$ cat src/rtl/key_expansion_if.sv
// key_expansion_if -- handshake/bus bundle for the AES-128 key expansion block.
//   start_in, key_in       : request to expand key_in (sampled only when idle)
//   key_ready_in           : downstream accepts the presented round key
//   round_key_out/idx_out  : current round key and its index (0..10)
//   key_valid_out          : round_key_out/round_idx_out valid
//   busy_out, done_out     : not idle / one-cycle completion pulse
//   rd_idx_in, rd_key_out  : round-key bank read port (KEY_EXPANSION_STORE_EN only)
// master = requester/consumer side, slave = the key_expansion block.
interface key_expansion_if #(
  parameter int DATA_WIDTH = 128
);
  logic                  start_in;
  logic [DATA_WIDTH-1:0] key_in;
  logic                  key_ready_in;
  logic [DATA_WIDTH-1:0] round_key_out;
  logic [3:0]            round_idx_out;
  logic                  key_valid_out;
  logic                  busy_out;
  logic                  done_out;
`ifdef KEY_EXPANSION_STORE_EN
  logic [3:0]            rd_idx_in;
  logic [127:0]          rd_key_out;

  modport master (output start_in, key_in, key_ready_in, rd_idx_in,
                  input  round_key_out, round_idx_out, key_valid_out, busy_out, done_out, rd_key_out);
  modport slave  (input  start_in, key_in, key_ready_in, rd_idx_in,
                  output round_key_out, round_idx_out, key_valid_out, busy_out, done_out, rd_key_out);
`else
  modport master (output start_in, key_in, key_ready_in,
                  input  round_key_out, round_idx_out, key_valid_out, busy_out, done_out);
  modport slave  (input  start_in, key_in, key_ready_in,
                  output round_key_out, round_idx_out, key_valid_out, busy_out, done_out);
`endif
endinterface

$ cat src/rtl/key_expansion.sv
// key_expansion -- AES-128 (FIPS-197) round-key generator, one key per cycle.
// Ports: clk (rising edge), rst (synchronous, active-high), bus (key_expansion_if.slave).
// A start in IDLE loads key_in as round key 0; each accepted key (valid & ready)
// advances to the next round key until key 10 is accepted, then DONE pulses
// done_out for one cycle and the block returns to IDLE.
// Optional macro KEY_EXPANSION_STORE_EN adds an 11x128 bank of the presented
// round keys, read through rd_idx_in with a registered rd_key_out (1 cycle).
module key_expansion #(
  parameter int DATA_WIDTH = 128
) (
  input  logic            clk,
  input  logic            rst,
  key_expansion_if.slave  bus
);
  typedef enum logic [1:0] {IDLE, EXPAND, DONE} state_t;

  state_t                state_q, state_d;
  logic [DATA_WIDTH-1:0] key_q, key_d, next_key;
  logic [3:0]            idx_q, idx_d, rnd;
  logic [31:0]           w0, w1, w2, w3, rot, temp, n0, n1, n2, n3;

  function automatic logic [7:0] gf_mul(input logic [7:0] a, input logic [7:0] b);
    logic [7:0] p, x;
    p = 8'h00;
    x = a;
    for (int i = 0; i < 8; i++) begin
      if (b[i]) p = p ^ x;
      x = {x[6:0], 1'b0} ^ (x[7] ? 8'h1b : 8'h00);
    end
    return p;
  endfunction

  function automatic logic [7:0] rotl(input logic [7:0] v, input int n);
    logic [7:0] r;
    r = v;
    for (int i = 0; i < n; i++) r = {r[6:0], r[7]};
    return r;
  endfunction

  // S-box as GF(2^8) inverse (x^254, 0 maps to 0) followed by the affine map.
  function automatic logic [7:0] sbox(input logic [7:0] x);
    logic [7:0] sq, inv;
    sq  = x;
    inv = 8'h01;
    for (int i = 0; i < 7; i++) begin
      sq  = gf_mul(sq, sq);
      inv = gf_mul(inv, sq);
    end
    return inv ^ rotl(inv, 1) ^ rotl(inv, 2) ^ rotl(inv, 3) ^ rotl(inv, 4) ^ 8'h63;
  endfunction

  function automatic logic [7:0] rcon(input logic [3:0] r);
    case (r)
      4'd1:    return 8'h01;
      4'd2:    return 8'h02;
      4'd3:    return 8'h04;
      4'd4:    return 8'h08;
      4'd5:    return 8'h10;
      4'd6:    return 8'h20;
      4'd7:    return 8'h40;
      4'd8:    return 8'h80;
      4'd9:    return 8'h1b;
      4'd10:   return 8'h36;
      default: return 8'h00;
    endcase
  endfunction

  // Next round key from the one currently presented.
  always_comb begin
    w0   = key_q[127:96];
    w1   = key_q[95:64];
    w2   = key_q[63:32];
    w3   = key_q[31:0];
    rnd  = idx_q + 4'd1;
    rot  = {w3[23:0], w3[31:24]};
    temp = {sbox(rot[31:24]), sbox(rot[23:16]), sbox(rot[15:8]), sbox(rot[7:0])}
           ^ {rcon(rnd), 24'h000000};
    n0   = w0 ^ temp;
    n1   = w1 ^ n0;
    n2   = w2 ^ n1;
    n3   = w3 ^ n2;
    next_key = {n0, n1, n2, n3};
  end

  always_ff @(posedge clk) begin
    if (rst) begin
      state_q <= IDLE;
      key_q   <= '0;
      idx_q   <= '0;
    end else begin
      state_q <= state_d;
      key_q   <= key_d;
      idx_q   <= idx_d;
    end
  end

  always_comb begin
    state_d           = state_q;
    key_d             = key_q;
    idx_d             = idx_q;
    bus.key_valid_out = 1'b0;
    bus.busy_out      = 1'b1;
    bus.done_out      = 1'b0;
    case (state_q)
      IDLE: begin
        bus.busy_out = 1'b0;
        if (bus.start_in) begin
          state_d = EXPAND;
          key_d   = bus.key_in;
          idx_d   = 4'd0;
        end
      end
      EXPAND: begin
        bus.key_valid_out = 1'b1;
        if (bus.key_ready_in) begin
          if (idx_q == 4'd10) begin
            state_d = DONE;
          end else begin
            key_d = next_key;
            idx_d = idx_q + 4'd1;
          end
        end
      end
      DONE: begin
        bus.done_out = 1'b1;
        state_d      = IDLE;
      end
      default: state_d = IDLE;
    endcase
  end

  assign bus.round_key_out = key_q;
  assign bus.round_idx_out = idx_q;

`ifdef KEY_EXPANSION_STORE_EN
  logic [127:0] bank [0:10];
  logic [10:0]  written;
  logic [127:0] rd_key_q;

  // Rewriting the same entry while stalled is harmless: the key is held stable.
  always_ff @(posedge clk) begin
    if (rst) begin
      for (int i = 0; i <= 10; i++) bank[i] <= '0;
      written  <= '0;
      rd_key_q <= '0;
    end else begin
      if (state_q == EXPAND) begin
        bank[idx_q]    <= key_q;
        written[idx_q] <= 1'b1;
      end
      if (bus.rd_idx_in <= 4'd10 && written[bus.rd_idx_in])
        rd_key_q <= bank[bus.rd_idx_in];
      else
        rd_key_q <= '0;
    end
  end

  assign bus.rd_key_out = rd_key_q;
`endif
endmodule

$ cat src/flat_wrapper.sv
// flat-port wrapper written by rule: the top's interface ports become plain ports
module key_expansion_flat 
#(
  parameter int DATA_WIDTH = 128
)
  (clk, rst, bus_start_in, bus_key_in, bus_key_ready_in, bus_round_key_out, bus_round_idx_out, bus_key_valid_out, bus_busy_out, bus_done_out);
  key_expansion_if #(.DATA_WIDTH(DATA_WIDTH)) bus_i ();
  input  logic clk;
  input  logic rst;
  input wire logic [$bits(bus_i.start_in)-1:0] bus_start_in;
  input wire logic [$bits(bus_i.key_in)-1:0] bus_key_in;
  input wire logic [$bits(bus_i.key_ready_in)-1:0] bus_key_ready_in;
  output wire logic [$bits(bus_i.round_key_out)-1:0] bus_round_key_out;
  output wire logic [$bits(bus_i.round_idx_out)-1:0] bus_round_idx_out;
  output wire logic [$bits(bus_i.key_valid_out)-1:0] bus_key_valid_out;
  output wire logic [$bits(bus_i.busy_out)-1:0] bus_busy_out;
  output wire logic [$bits(bus_i.done_out)-1:0] bus_done_out;
  assign bus_i.start_in = bus_start_in;
  assign bus_i.key_in = bus_key_in;
  assign bus_i.key_ready_in = bus_key_ready_in;
  assign bus_round_key_out = bus_i.round_key_out;
  assign bus_round_idx_out = bus_i.round_idx_out;
  assign bus_key_valid_out = bus_i.key_valid_out;
  assign bus_busy_out = bus_i.busy_out;
  assign bus_done_out = bus_i.done_out;
  key_expansion #(.DATA_WIDTH(DATA_WIDTH)) u_core (.clk(clk), .rst(rst), .bus(bus_i));
endmodule
$ cat config.mk
export PLATFORM = sky130hd
export DESIGN_NAME = key_expansion_flat
export DESIGN_NICKNAME = d
export VERILOG_FILES = /design/src/rtl/key_expansion_if.sv /design/src/rtl/key_expansion.sv /design/src/flat_wrapper.sv
export SDC_FILE = /design/constraint.sdc
export NUM_CORES = 2
export LEC_CHECK = 0
export CAP_MARGIN = 40
export CORE_UTILIZATION = 50
export DETAILED_ROUTE_END_ITERATION = 8
export PLACE_DENSITY_LB_ADDON = 0.05
export SYNTH_ARGS = -nofsm -noshare
export SYNTH_HDL_FRONTEND = slang
export SYNTH_SLANG_ARGS = --single-unit
$ cat constraint.sdc
create_clock -name clk -period 19.04 [get_ports clk]
set_clock_uncertainty 0.05 [all_clocks]
set_input_delay 4.76 -clock clk [delete_from_list [all_inputs] [get_ports clk]]
set_output_delay 4.76 -clock clk [all_outputs]
set_load 0.1 [all_outputs]
## Yosys cells after proc, flatten, opt, wreduce, memory -nomap -nowiden

Memory sizes are Yosys's and may differ from the RTL's.
Index checks and enable logic that the tools add are counted.

- Memories: 1
- Register bits: 134
- Memory bits (read-only): 128
- Word-level logic and storage cells: 1624
- Latch bits: 0
- Input bits: 132
- Memory bits (writable): 0
- Output and inout port bits: 135

Memories:

| memory | words | bits a word | read ports | clocked after memory_dff | write ports | RTL line | RTL |
|---|---|---|---|---|---|---|---|
| (no name shown) | 16 | 8 | 1 | 0 | 0 | key_expansion.sv:53 | `case (r)` |

- Shifts and indexed selects: 0
- Eq/ne operators: 7
- Add/sub/neg operators: 1
- Multipliers: 0
- Muxes and demuxes: 827
- Bitwise operators: 781
- Div/mod/pow operators: 0
- $lt $le $gt $ge: 0
- Reduce and logical (&&, ||, !) cells: 4

Operators by type and width:

| cell | number |
|---|---|
| 8-bit bitwise XOR | 744 |
| 8-bit two-way mux | 420 |
| 5-bit two-way mux | 368 |
| 128-bit two-way mux | 3 |
| 128-bit one-hot mux with 2 select lines | 1 |
| 32-bit bitwise XOR | 5 |
| 4-bit two-way mux | 7 |
| 7-bit two-way mux | 4 |
| 1-bit inverter (first input constant) | 28 |
| 6-bit two-way mux | 4 |
| 4-bit inverter | 4 |
| 2-bit two-way mux | 7 |
| 3-bit two-way mux | 4 |
| 4-bit one-hot mux with 2 select lines | 1 |
| 1-bit two-way mux | 7 |
| 2-bit != test (second input constant) | 3 |
| 4-bit by 1-bit adder with 4-bit output (second input constant) | 1 |
| 4-bit equality test (second input constant) | 1 |
| 2-bit one-hot mux with 2 select lines | 1 |
| 4-bit AND reduction | 1 |
| 3-bit AND reduction | 1 |
| 2-bit by 1-bit equality test with 1-bit output (second input constant) | 1 |
| 2-bit equality test (second input constant) | 1 |
| 2-bit logical NOT | 1 |
| other kinds (2) | 2 |

## Logic depth before layout (Yosys ltp)

- Word-level depth: 140
- Depth in mapped cells: 69
- Depth with buffers taken out: 58

## Worst setup path after synthesis

OpenSTA, ideal clock, no wires.

- Path kind: reg-to-reg
- From: reg u_core.key_q[16], in the netlist u_core.bus.round_key_out[16]
- To: reg u_core.key_q[31], in the netlist u_core.bus.round_key_out[31]
- Slack: 2.273 ns
- Data arrival time: 16.517 ns
- Cell stages (with the launch flop): 62
- Clock period less this slack: 16.767 ns
- Required time: 18.790 ns
- Library setup time: 0.200 ns
- Cells stage by stage: dfxtp_1 > ha_1 > nand2_1 > xor2_1 > inv_1 > clkbuf_1 > clkbuf_1 > ha_1 > clkbuf_1 > xor3_2 > xnor2_1 > xnor2_1 > a211oi_2 > xnor3_1 > inv_2 > buf_4 > ha_1 > nand2b_1 > [26 not listed] > nor2_1 > xor3_1 > xor3_1 > xnor2_1 > xnor3_2 > xor2_1 > xnor3_1 > nor2_1 > xnor2_1 > xnor3_1 > xnor2_1 > xnor2_1 > xnor3_2 > xnor3_1 > xor2_1 > xnor2_1 > mux2i_1 > a221oi_1

- Cells in the longest elaborated chain, start to end: 135
- Elaborated cells between the ends (all ways): 390

RTL lines:

| what | RTL line | RTL |
|---|---|---|
| from (decl) | key_expansion.sv:18 | `logic [DATA_WIDTH-1:0] key_q, key_d, next_key;` |
| from (signal assigned) | key_expansion.sv:92 | `key_q <= key_d;` |
| 8-bit two-way mux | key_expansion.sv:27 | `if (b[i]) p = p ^ x;` |
| 8-bit bitwise XOR | key_expansion.sv:27 |  |
| 8-bit two-way mux | key_expansion.sv:27 |  |
| 8-bit bitwise XOR | key_expansion.sv:27 |  |
| 8-bit two-way mux | key_expansion.sv:27 |  |
| 8-bit bitwise XOR | key_expansion.sv:27 |  |
| 8-bit two-way mux | key_expansion.sv:27 |  |
| 8-bit bitwise XOR | key_expansion.sv:27 |  |
| [119 not listed] | -- |  |
| 32-bit bitwise XOR (*) | key_expansion.sv:77 | `^ {rcon(rnd), 24'h000000};` |
| 32-bit bitwise XOR (*) | key_expansion.sv:78 | `n0 = w0 ^ temp;` |
| 32-bit bitwise XOR (*) | key_expansion.sv:79 | `n1 = w1 ^ n0;` |
| 32-bit bitwise XOR (*) | key_expansion.sv:80 | `n2 = w2 ^ n1;` |
| 32-bit bitwise XOR (*) | key_expansion.sv:81 | `n3 = w3 ^ n2;` |
| 128-bit two-way mux (*) | key_expansion.sv:116 | `if (idx_q == 4'd10) begin` |
| 128-bit two-way mux (*) | key_expansion.sv:115 | `if (bus.key_ready_in) begin` |
| 128-bit one-hot mux with 2 select lines (*) | key_expansion.sv:104 | `case (state_q)` |

Every way passes the cells marked *; elsewhere a longest branch is shown, timed or not. The select of a mux whose other input is x is not followed.
A chain may end at the register's enable or synchronous reset.

## Final worst setup path

- From: reg u_core.key_q[23], in the netlist u_core.bus.round_key_out[23]
- To: reg u_core.key_q[31], in the netlist u_core.bus.round_key_out[31]

- Cells in the longest elaborated chain, start to end: 136
- Elaborated cells between the ends (all ways): 393

RTL lines:

| what | RTL line | RTL |
|---|---|---|
| 5-bit two-way mux | key_expansion.sv:28 | `x = {x[6:0], 1'b0} ^ (x[7] ? 8'h1b : 8'h00);` |
| 8-bit bitwise XOR | key_expansion.sv:28 |  |
| 8-bit bitwise XOR | key_expansion.sv:27 |  |
| 8-bit two-way mux | key_expansion.sv:27 |  |
| 8-bit bitwise XOR | key_expansion.sv:27 |  |
| 8-bit two-way mux | key_expansion.sv:27 |  |
| 8-bit bitwise XOR | key_expansion.sv:27 |  |
| 8-bit two-way mux | key_expansion.sv:27 |  |
| [120 not listed] | -- |  |
| 32-bit bitwise XOR (*) | key_expansion.sv:77 |  |
| 32-bit bitwise XOR (*) | key_expansion.sv:78 |  |
| 32-bit bitwise XOR (*) | key_expansion.sv:79 |  |
| 32-bit bitwise XOR (*) | key_expansion.sv:80 |  |
| 32-bit bitwise XOR (*) | key_expansion.sv:81 |  |
| 128-bit two-way mux (*) | key_expansion.sv:116 |  |
| 128-bit two-way mux (*) | key_expansion.sv:115 |  |
| 128-bit one-hot mux with 2 select lines (*) | key_expansion.sv:104 |  |

Marks and branches as above.

==> metrics.yaml <==
placement:
  dp_hpwl_um: 164600
  port_buffers: 266
  gp_congestion: 0.9784
  detailed_place.area_sq_um: 71830
  dpl_worst_slack_ns: 0.6531
timing:
  worst_slack_ns: 0.9961
  maxSlewViolCount: 0
  finalHoldViolations: 0
  layout_min_cycle_time_ns: 18.04
  worst_pin_slew_ns: 0.9407
  finalSetupTns_ns: 0
  min_period_over_period_pct: 94.77
  max-slew-margin-rel_pct: 36.83
  clock.fmax_ghz: 0.05542
  setup_viol: 0
die:
  die-area_sq_um: 128400
  start_util_pct: 50.48
  coreArea_sq_um: 125700
  rows: 130
  die_x_um: 358.3
  ioPinCount: 267
  die_y_um: 358.3
worst_setup_path:
  critPathArrivalTime_ns: 18.36
  critical_path_class: "register to register"
  r2r_end: "u_core.bus.round_key_out[31]$_SDFFE_PP0P_"
  reg2reg_depth: 59
  cp_slowest_cell: "xnor3_2"
  cp-end-kind: "register"
  r2r_start: "u_core.bus.round_key_out[23]$_SDFFE_PP0P_"
  cp_max_fo: 22
  required_ns: 19.36
  cpPeakStageDelay_ns: 0.61
  r2r_slack_ns: 1.0
  crit_top_cell: "xnor2_1"
  startpoint_type: "register"
finish:
  final_common_cell: "xnor2_1"
  post-route-cell-area_sq_um: 72490
  multi_input_area_sq_um: 58480
  area_delta_synth_final_pct: 14.22
  finalNetCount: 8821
  fillers: 11690
  drive_gt1_share_pct: 10.88
  seq_area_sq_um: 2689
  final_cell_mix: "xnor2_1 (1639), nor2_1 (1219), nand2_1 (856)"
status:
  status: "finished clean"
logic_synthesis:
  synth_enable_flop_cells: 0
  synth_top_family_by_area: "XOR/XNOR gates"
  synth_area_per_cell_sq_um: 7.517
  synth-simple-area-share_pct: 19.91
  synth_warnings: 0
  synth_flop_cell: "dfxtp_1"
  synthesis.nets: 8600
  synth_area_sq_um: 63470
  syn_inst: 8443
  synth_seq_cells: 134
  synthAdderAreaFrac_pct: 0.5402
  synth.area.mux_share_pct: 4.660
  synth.distinct_cells: 118
  async_flop_share_pct: 0
  synth-xor-area-share_pct: 48.84
  synth_seq_area_share_pct: 4.227
  synth_compound_area_share_pct: 17.44
cts:
  clkTransAtPathRegs_ns: 0.07
  cts_buffers: 17
  worstSkewPairLatency_ns: 0.54
  cts-root-buf: "clkbuf_16"
  h-tree-depth: 4
  cts_tree: "built"
  clock_path_buffers: 2
  clock-sinks: 134
  cts_setup_buffers: 0
hold_path:
  hold_end: "u_core.bus.round_key_out[123]$_SDFFE_PP0P_"
  hp-class: "register to register"
  min-delay-start: "u_core.bus.round_key_out[123]$_SDFFE_PP0P_"
  holdPathStages: 2
detailed_routing:
  routed_wl_um: 218300
  first_pass_iters: 7
  vias: 61699
  ant_nets: 0
  routedWlPerCell_um: 21.13
  drc_errors: 0
  vias_per_cell: 5.973
  drt_first_iter_violations: 6293
grt:
  grt_use_met2_pct: 53.09
  overflow: 0
  grt_use_total_pct: 33.15
  antenna_found_initial: 8
  grt_pass1_vias: 58100
  met3_usage_pct: 5.239
  use_met1_pct: 46.13
  grt_first_pass_wirelength_um: 341200
  top_usage_layer: "met2"
  grt_max_degree: 79
job:
  drv_cap: 0
[flip-flops by register name, indices dropped and copies added, names as in the netlist]
register	count
u_core.bus.round_key_out	128
u_core.bus.round_idx_out	4
u_core.state_q	2
[area by class of cell]
type / count / area share, %
multi-input combinational: 7638 / 80.66
timing repair buffer: 792 / 11.53
sequential: 134 / 3.709
tap: 1650 / 2.848
clock buffer: 18 / 0.6058
inverter: 81 / 0.4229
clock inverter: 14 / 0.2175
antenna: 2 / 0.006904
[kinds of logic after synthesis]
kind of cell,Yosys count
flip-flops,134
AO/OA/AOI/OAI,1709
multiplexers,283
adder cells (fa/ha/maj),28
AND/OR/NAND/NOR,2917
XOR/XNOR,2701
buffers and inverters,671
[cells in the mapped netlist (88+ instances only)]
master	n	area share [%]
clkbuf_1	395	2.3
a21oi_1	451	3.6
dfxtp_1	134	4.2
nand2_1	856	5.1
o21ai_0	381	3.0
xnor3_1	334	12
mux2i_1	221	3.5
a211oi_1	88	1.0
buf_2	114	0.90
nor3_1	222	1.8
xnor2_1	1678	23
nor2_1	1220	7.2
xor2_1	453	6.3
nand3_1	192	1.5
o22ai_1	125	1.2
[critical path, delay by kind of cell (launching register included)]
| kind | cells | cell delay, ns |
|---|---|---|
| mux | 1 | 0.22 |
| compound gates | 11 | 2.68 |
| simple gates | 7 | 1.59 |
| xor+xnor | 31 | 10.20 |
| fa+ha+maj | 4 | 1.56 |
| buf+inv | 5 | 0.98 |
| flops | 1 | 0.56 |
[repair_timing]
action	CTS	global route
hold buffers	0	0
resized for setup	0	9
setup endpoints to repair	0	32
[through the flow]
| step | std cells | util (%) | hold WS (ns) |
|---|---|---|---|
| 5_1_grt | 10329 | 57.66 | 0.4491 |
| 2_1_floorplan | 8443 | - | 0.4073 |
| 4_1_cts | 10325 | 57.60 | 0.4364 |
| 3_3_place_gp | 10124 | 54.73 | 0.4156 |
| 6_report | 10329 | 57.66 | 0.4394 |
| 3_5_place_dp | 10293 | 57.13 | 0.4178 |
[metal layers]
metal  vias to the layer above  wire, um
li1                      29436         -
met1                     29665     97760
met2                      2300     99020
met3                       288     16370
met4                        10      5046
met5                         -        58
[how the worst max path moves through the flow]
stage	from	endpoint
3_3_place_gp	u_core.bus.round_key_out[23]$_SDFFE_PP0P_	u_core.bus.round_key_out[31]$_SDFFE_PP0P_
4_1_cts	u_core.bus.round_key_out[23]$_SDFFE_PP0P_	u_core.bus.round_key_out[31]$_SDFFE_PP0P_
6_report	u_core.bus.round_key_out[23]$_SDFFE_PP0P_	u_core.bus.round_key_out[31]$_SDFFE_PP0P_
5_1_grt	u_core.bus.round_key_out[23]$_SDFFE_PP0P_	u_core.bus.round_key_out[31]$_SDFFE_PP0P_
2_1_floorplan	u_core.bus.round_key_out[16]$_SDFFE_PP0P_	u_core.bus.round_key_out[31]$_SDFFE_PP0P_
3_5_place_dp	u_core.bus.round_key_out[23]$_SDFFE_PP0P_	u_core.bus.round_key_out[27]$_SDFFE_PP0P_
Power is not shown: default switching activity piles up to over one toggle a cycle in this logic, so the estimate is an artifact.
